`src/rtl/irq_controller16.sv`:
```
// 16-line fixed-priority interrupt controller (line 15 highest) with an IDLE/REQ/SERVICE CPU handshake.
// `define IRQ_EDGE_EN for edge-triggered pending bits; default build is level-sensitive. state_dbg: 0=IDLE 1=REQ 2=SERVICE.
module irq_controller16 #(
  parameter int SYNC_STAGES = 2
) (
  input  logic        clk,
  input  logic        reset,
  input  logic [15:0] irq,
  input  logic        mask_we,
  input  logic [15:0] mask_in,
  input  logic        int_ack,
  input  logic        eoi,
  output logic        int_req,
  output logic [3:0]  int_vec,
  output logic        busy,
  output logic [15:0] pending,
  output logic [1:0]  state_dbg
);

  typedef enum logic [1:0] {IDLE = 2'd0, REQ = 2'd1, SERVICE = 2'd2} state_t;

  state_t      state_q, state_d;
  logic [15:0] sync_q [SYNC_STAGES];
  logic [15:0] sirq;
  logic [15:0] mask;
  logic [15:0] eligible;
  logic [3:0]  winner;

  always_ff @(posedge clk or posedge reset) begin
    if (reset) begin
      for (int i = 0; i < SYNC_STAGES; i++) sync_q[i] <= '0;
    end else begin
      sync_q[0] <= irq;
      for (int i = 1; i < SYNC_STAGES; i++) sync_q[i] <= sync_q[i-1];
    end
  end

  assign sirq = sync_q[SYNC_STAGES-1];

  always_ff @(posedge clk or posedge reset) begin
    if (reset)        mask <= 16'hFFFF;
    else if (mask_we) mask <= mask_in;
  end

`ifdef IRQ_EDGE_EN
  logic [15:0] hist;
  logic [15:0] ack_clr;

  always_comb begin
    ack_clr = '0;
    if (state_q == REQ && int_ack) ack_clr[int_vec] = 1'b1;
  end

  // A new rising edge in the acknowledge cycle must survive the clear, so set is OR'd in last.
  always_ff @(posedge clk or posedge reset) begin
    if (reset) begin
      hist    <= '0;
      pending <= '0;
    end else begin
      hist    <= sirq;
      pending <= (pending & ~ack_clr) | (sirq & ~hist);
    end
  end
`else
  always_ff @(posedge clk or posedge reset) begin
    if (reset) pending <= '0;
    else       pending <= sirq;
  end
`endif

  assign eligible = pending & ~mask;

  always_comb begin
    winner = '0;
    for (int i = 0; i < 16; i++) begin
      if (eligible[i]) winner = 4'(i);
    end
  end

  always_ff @(posedge clk or posedge reset) begin
    if (reset) state_q <= IDLE;
    else       state_q <= state_d;
  end

  // Handshake: int_req is the valid, int_ack the ready; the vector transfers on the edge where both are 1.
  // A request whose line stops being eligible before that edge is withdrawn, ack winning any tie.
  always_comb begin
    state_d = state_q;
    unique case (state_q)
      IDLE:    if (|eligible) state_d = REQ;
      REQ: begin
        if (int_ack)                state_d = SERVICE;
        else if (!eligible[int_vec]) state_d = IDLE;
      end
      SERVICE: if (eoi) state_d = IDLE;
      default: state_d = IDLE;
    endcase
  end

  // The vector is frozen from the IDLE->REQ edge until the next IDLE cycle.
  always_ff @(posedge clk or posedge reset) begin
    if (reset)                            int_vec <= '0;
    else if (state_q == IDLE && |eligible) int_vec <= winner;
  end

  always_comb begin
    int_req   = (state_q == REQ);
    busy      = (state_q != IDLE);
    state_dbg = state_q;
  end

endmodule

```
`config.mk`:
```
export PLATFORM = sky130hd
export DESIGN_NAME = irq_controller16
export DESIGN_NICKNAME = d
export VERILOG_FILES = /design/src/rtl/irq_controller16.sv
export SDC_FILE = /design/constraint.sdc
export NUM_CORES = 1
export LEC_CHECK = 0
export ABC_CLOCK_PERIOD_IN_PS = 4200
export CORE_MARGIN = 2
export CORE_UTILIZATION = 43
export CTS_CLUSTER_SIZE = 40
export DETAILED_ROUTE_END_ITERATION = 8
export GPL_ROUTABILITY_DRIVEN = 0
export PLACE_DENSITY_LB_ADDON = 0.3
export SYNTH_ARGS = -nofsm -noshare
export SYNTH_HDL_FRONTEND = slang
export SYNTH_SLANG_ARGS = --single-unit
```
`constraint.sdc`:
```
create_clock -name clk -period 4.2 [get_ports clk]
set_input_delay 0.84 -clock clk [delete_from_list [all_inputs] [get_ports clk]]
set_output_delay 0.84 -clock clk [all_outputs]
set_load 0.005 [all_outputs]
```
## Yosys cells after proc, flatten, opt, wreduce, memory -nomap -nowiden

Cells that the tools add are included.
W data, S select, Z words.

- Flip-flop bits (word level): 70
- Bits of input ports: 37
- Output and inout bits: 24
- Word-level logic and storage cells: 41

- Order comparisons: 1
- Equal/unequal tests: 5
- Multiplexer cells: 22
- Bitwise logic cells: 2
- Reductions and logical operators: 5

Operators with widths:

| cell | number |
|---|---|
| $mux W4 | 14 |
| $and A16 B16 Y16 | 1 |
| $not A16 Y16 | 1 |
| $reduce_or A16 Y1 | 1 |
| $mux W2 | 4 |
| $pmux W2 S3 | 1 |
| $lt A4 B5 Y1 const B | 1 |
| $bmux W1 S4 | 1 |
| $ne A2 B2 Y1 const B | 2 |
| $ne A3 B3 Y1 const B | 1 |
| $reduce_and A3 Y1 | 1 |
| $eq A2 B1 Y1 const B | 1 |
| $eq A2 B2 Y1 const B | 1 |
| $logic_not A2 Y1 | 1 |
| $mux W1 | 2 |
| $reduce_bool A2 Y1 | 1 |
| $logic_and A1 B1 Y1 | 1 |

## Longest topological paths before layout

- Depth after elaboration: 17
- Gate-level depth with buffers: 5
- Gate-level depth less buffers: 5

## Worst setup path before layout

Ideal clock, no wire load.

- Path type: input to register
- Start point: in mask_we
- End point: reg mask[0]
- Setup time: 82 ps
- Arrival: 1,666 ps
- Required time: 4,118 ps
- Setup slack: 2,452 ps
- Stages on the path: 3
- Path buffers: 2
- Cell sequence: clkbuf_1 buf_2 mux2_2

RTL lines:

| item | line | RTL |
|---|---|---|
| start, declared | 9 | `input logic mask_we,` |
| end signal, assigned | 42 | `else if (mask_we) mask <= mask_in;` |
| end, declared | 25 | `logic [15:0] mask;` |

No word-level cell between the ends.

## Worst setup path after layout

- Start point: reg state_q[1], in the netlist state_dbg[1]
- End point: out busy

- Word-level cells in the longest chain between the ends: 1

Ends and longest elaborated chain:

| item | line | RTL |
|---|---|---|
| start, declared | 22 | `state_t state_q, state_d;` |
| start signal, assigned | 82 | `else state_q <= state_d;` |
| $reduce_bool A2 Y1 | 108 | `busy = (state_q != IDLE);` |
| end, declared | 15 | `output logic busy,` |

Every way passes these cells.

==> results.tsv <==
stage	metric	value	unit
placement	dp_worst_setup_slack	1780	ps
critical_path	path_class	flip-flop to output pin	
global_route	grt_max_degree	58	
critical_path	crit_required	3360	ps
sta	rsz0062_at_grt	no	
yosys	yosysWarnings	0	
sta	layout_setup_ws	1840	ps
placement	place_inst	283	
yosys	yosysTopAreaCellShare	53.3	%
yosys	syn_inst	152	
layout	drive_above_1_share	27.8	%
sta	fin_tns_setup	0	ps
sta	drv_slew	0	
power	p_leak	1.44	nW
routing	drtPass1Iterations	4	
critical_path	critPathTopFamily	buffers and inverters	
routing	wirelength	4.24	mm
layout	num_antenna_cells	0	
clock_network	ctsHoldBuffers	0	
min_path	hold_end	pending[2]	
global_route	grt_antenna_before_repair	0	
global_route	grt_pass1_wl	7.08	mm
sta	fin_hold_ws	349	ps
placement	io_buffer_count	60	
floorplan	start_util	45.2	%
sta	skew	6.84	ps
floorplan	design.core.area	0.00561	mm2
global_route	grt_overflow_total	0	
routing	drtIter0Drc	71	
sta	max_freq	423	MHz
layout	final-instance-count-excl-fill	299	
clock_network	clkTransAtPathRegs	80	ps
sta	hold_viol	0	
clock_network	cts_max_level	3	
sta	slew_headroom	27.1	%
critical_path	cp_max_fo	4	
power	seq_power_share	47.8	%
sta	min_period	2360	ps
critical_path	crit_path_start_kind	flip-flop	
power	comb_power_share	19.7	%
routing	vias	1439	
power	p_int	0.00126	W
global_route	first_global_vias	1535	
critical_path	r2r_setup_slack	2480	ps
yosys	synth-edff-count	0	
routing	antenna_left	0	
critical_path	cp-end-kind	output pin	
clock_network	root_buffer	clkbuf_8	
floorplan	ios	61	
critical_path	cp_cell_sequence	or2_2 -> clkdlybuf4s50_1	
layout	syn2layout_area_growth	35.3	%
floorplan	die_area	0.00653	mm2
yosys	ys_async_sr_fraction	100	%
yosys	synth.ff_latch_count	70	
min_path	hold_depth	0	
clock_network	cts_buffers	9	
clock_network	worstSkewPairLatency	350	ps
power	pwr-share-clk	32.5	%
sta	post-route-period-util	56.3	%
critical_path	worst-path-buf-inv	1	
status	status	finished clean	
routing	wl_per_cell	14.2	um
power	ir_drop	0.249	mV
clock_network	cts_tree	done	
run	cap_violations	0	
clock_network	clock-sinks	70	
critical_path	reg2reg_depth	5	
power	p_sw	0.000418	W
layout	nets	259	
power	sw_frac_of_total	24.8	%
critical_path	r2r-end	int_vec[1]	
routing	post-route-drc-count	0	
global_route	grt_use_total	15.1	%
layout	n_fill_cell	443	
floorplan	die-width	80.8	um
min_path	min-delay-start	sirq[2]	
yosys	synth-main-ff-cell	dfrtp_1	
yosys	synth.most_common_cell	dfrtp_1	
power	powerDensity	490	mW/mm2
yosys	yosys.area.top_type	dfrtp_1	
floorplan	num_rows	27	
sta	setup_viol	0	
yosys	syn_nets	189	
yosys	ys_seq_area_share	69.8	%
floorplan	die_h	80.8	um
yosys	syn_area_per_cell	16.7	um2
clock_network	cts_resized	0	
min_path	hp-class	flip-flop to flip-flop	
critical_path	cp_slowest_stage_delay	450	ps
critical_path	critPathArrivalTime	1520	ps
yosys	synth.distinct_cells	33	
clock_network	cts_setup_buffers	0	
sta	tightest_slew	1090	ps
yosys	synth_area_leaders	dfrtp_1 53%, dfstp_2 17%, mux2_2 8.0%, mux4_1 4.1%, nor2b_1 2.2%	
placement	hpwl	3.08	mm
yosys	mappedNetlistArea	0.00254	mm2
routing	viasPerCell	4.81	
critical_path	reg2reg_from	mask[7]	
clock_network	clk_path_buf_depth	2	
critical_path	cp_slowest_cell	clkdlybuf4s50_1	
yosys	synth_common_cells	54 x dfrtp_1, 18 x mux2_2, 16 x dfstp_2	
[state kept, by name (all words and copies together), names as in the netlist]
| signal | cells |
|---|---|
| pending | 16 |
| mask | 16 |
| sirq | 16 |
| state_dbg | 2 |
| int_vec | 4 |
| sync_q | 16 |
[placed cells by master, fill, tap and decap left out, types with 2 or more instances in the layout]
master | netlist | final
nor2b_1 | 9 | 9
dfstp_2 | 16 | 16
dfrtp_1 | 54 | 54
clkbuf_8 | 0 | 10
clkdlybuf4s50_1 | 0 | 60
o21ai_0 | 3 | 3
mux2i_1 | 2 | 2
mux2_1 | 2 | 2
nand2b_1 | 7 | 7
mux4_1 | 4 | 4
mux2_2 | 18 | 18
nor2_1 | 8 | 8
a211oi_1 | 2 | 2
nor2b_4 | 3 | 3
inv_6 | 0 | 2
and2b_1 | 3 | 3
[final cells by class]
type / instances / area (um2) / area share (%)
multi-input cells: 78 / 749 / 21.8
clock buffers: 10 / 138 / 4.01
repair buffers: 61 / 608 / 17.7
inverters: 2 / 7.51 / 0.219
clock inverters: 6 / 68.8 / 2.00
well taps: 72 / 90.1 / 2.62
flip-flops and latches: 70 / 1770 / 51.6
[layer usage]
layer	GRT usage (%)	share of wire (%)	vias to the layer above
met4	10.2	2.9	0
met3	4.44	5.2	11
met2	22.5	49	40
li1	-	-	681
met1	19.1	43	707
met5	0	0	-
[how the worst max path moves through the flow]
stage | slack, ps | from | end | cells after the start
floorplan | 1620 | reset | int_vec[0] | 1
global placement | 1820 | reset | mask[13] | 3
CTS | 1810 | state_dbg[1] | busy | 2
detailed placement | 1780 | reset | mask[11] | 3
finish | 1840 | state_dbg[1] | busy | 2
global route | 1760 | state_dbg[1] | int_req | 3
[power by group through the flow]
stage	sequential [W]	clock (W)	combinational [W]
final	0.000805	0.000546	0.000332
after global routing	0.000815	0.000597	0.000363
after CTS	0.000806	0.000565	0.000337
after detailed placement	0.000817	0	0.000336
after global placement	0.000815	0	0.000332
after floorplan	0.000808	0	0.000182
[worst register-to-register path, delay by kind of cell (launching register included)]
kind               cells  cell delay (ps)
AOI/OAI and AO/OA      1              210
DFF                    1              560
muxes                  1              350
and+or+nand+nor        3              500
[kinds of logic after synthesis]
group / share of synthesized area [%]
mux: 13.8
buf+inv: 0.641
flops: 69.8
compound gates: 4.29
simple gates: 11.4
[through the flow]
| step | cell area (um2) | total power [W] | utilization [%] |
|---|---|---|---|
| final | 3430 | 0.00168 | 61.2 |
| after global routing | 3430 | 0.00177 | 61.2 |
| after global placement | 3230 | 0.00115 | 57.5 |
| after detailed placement | 3230 | 0.00115 | 57.5 |
| after CTS | 3430 | 0.00171 | 61.2 |
| after floorplan | 2540 | 0.000989 | - |
Power figures use the tool's default switching activity.
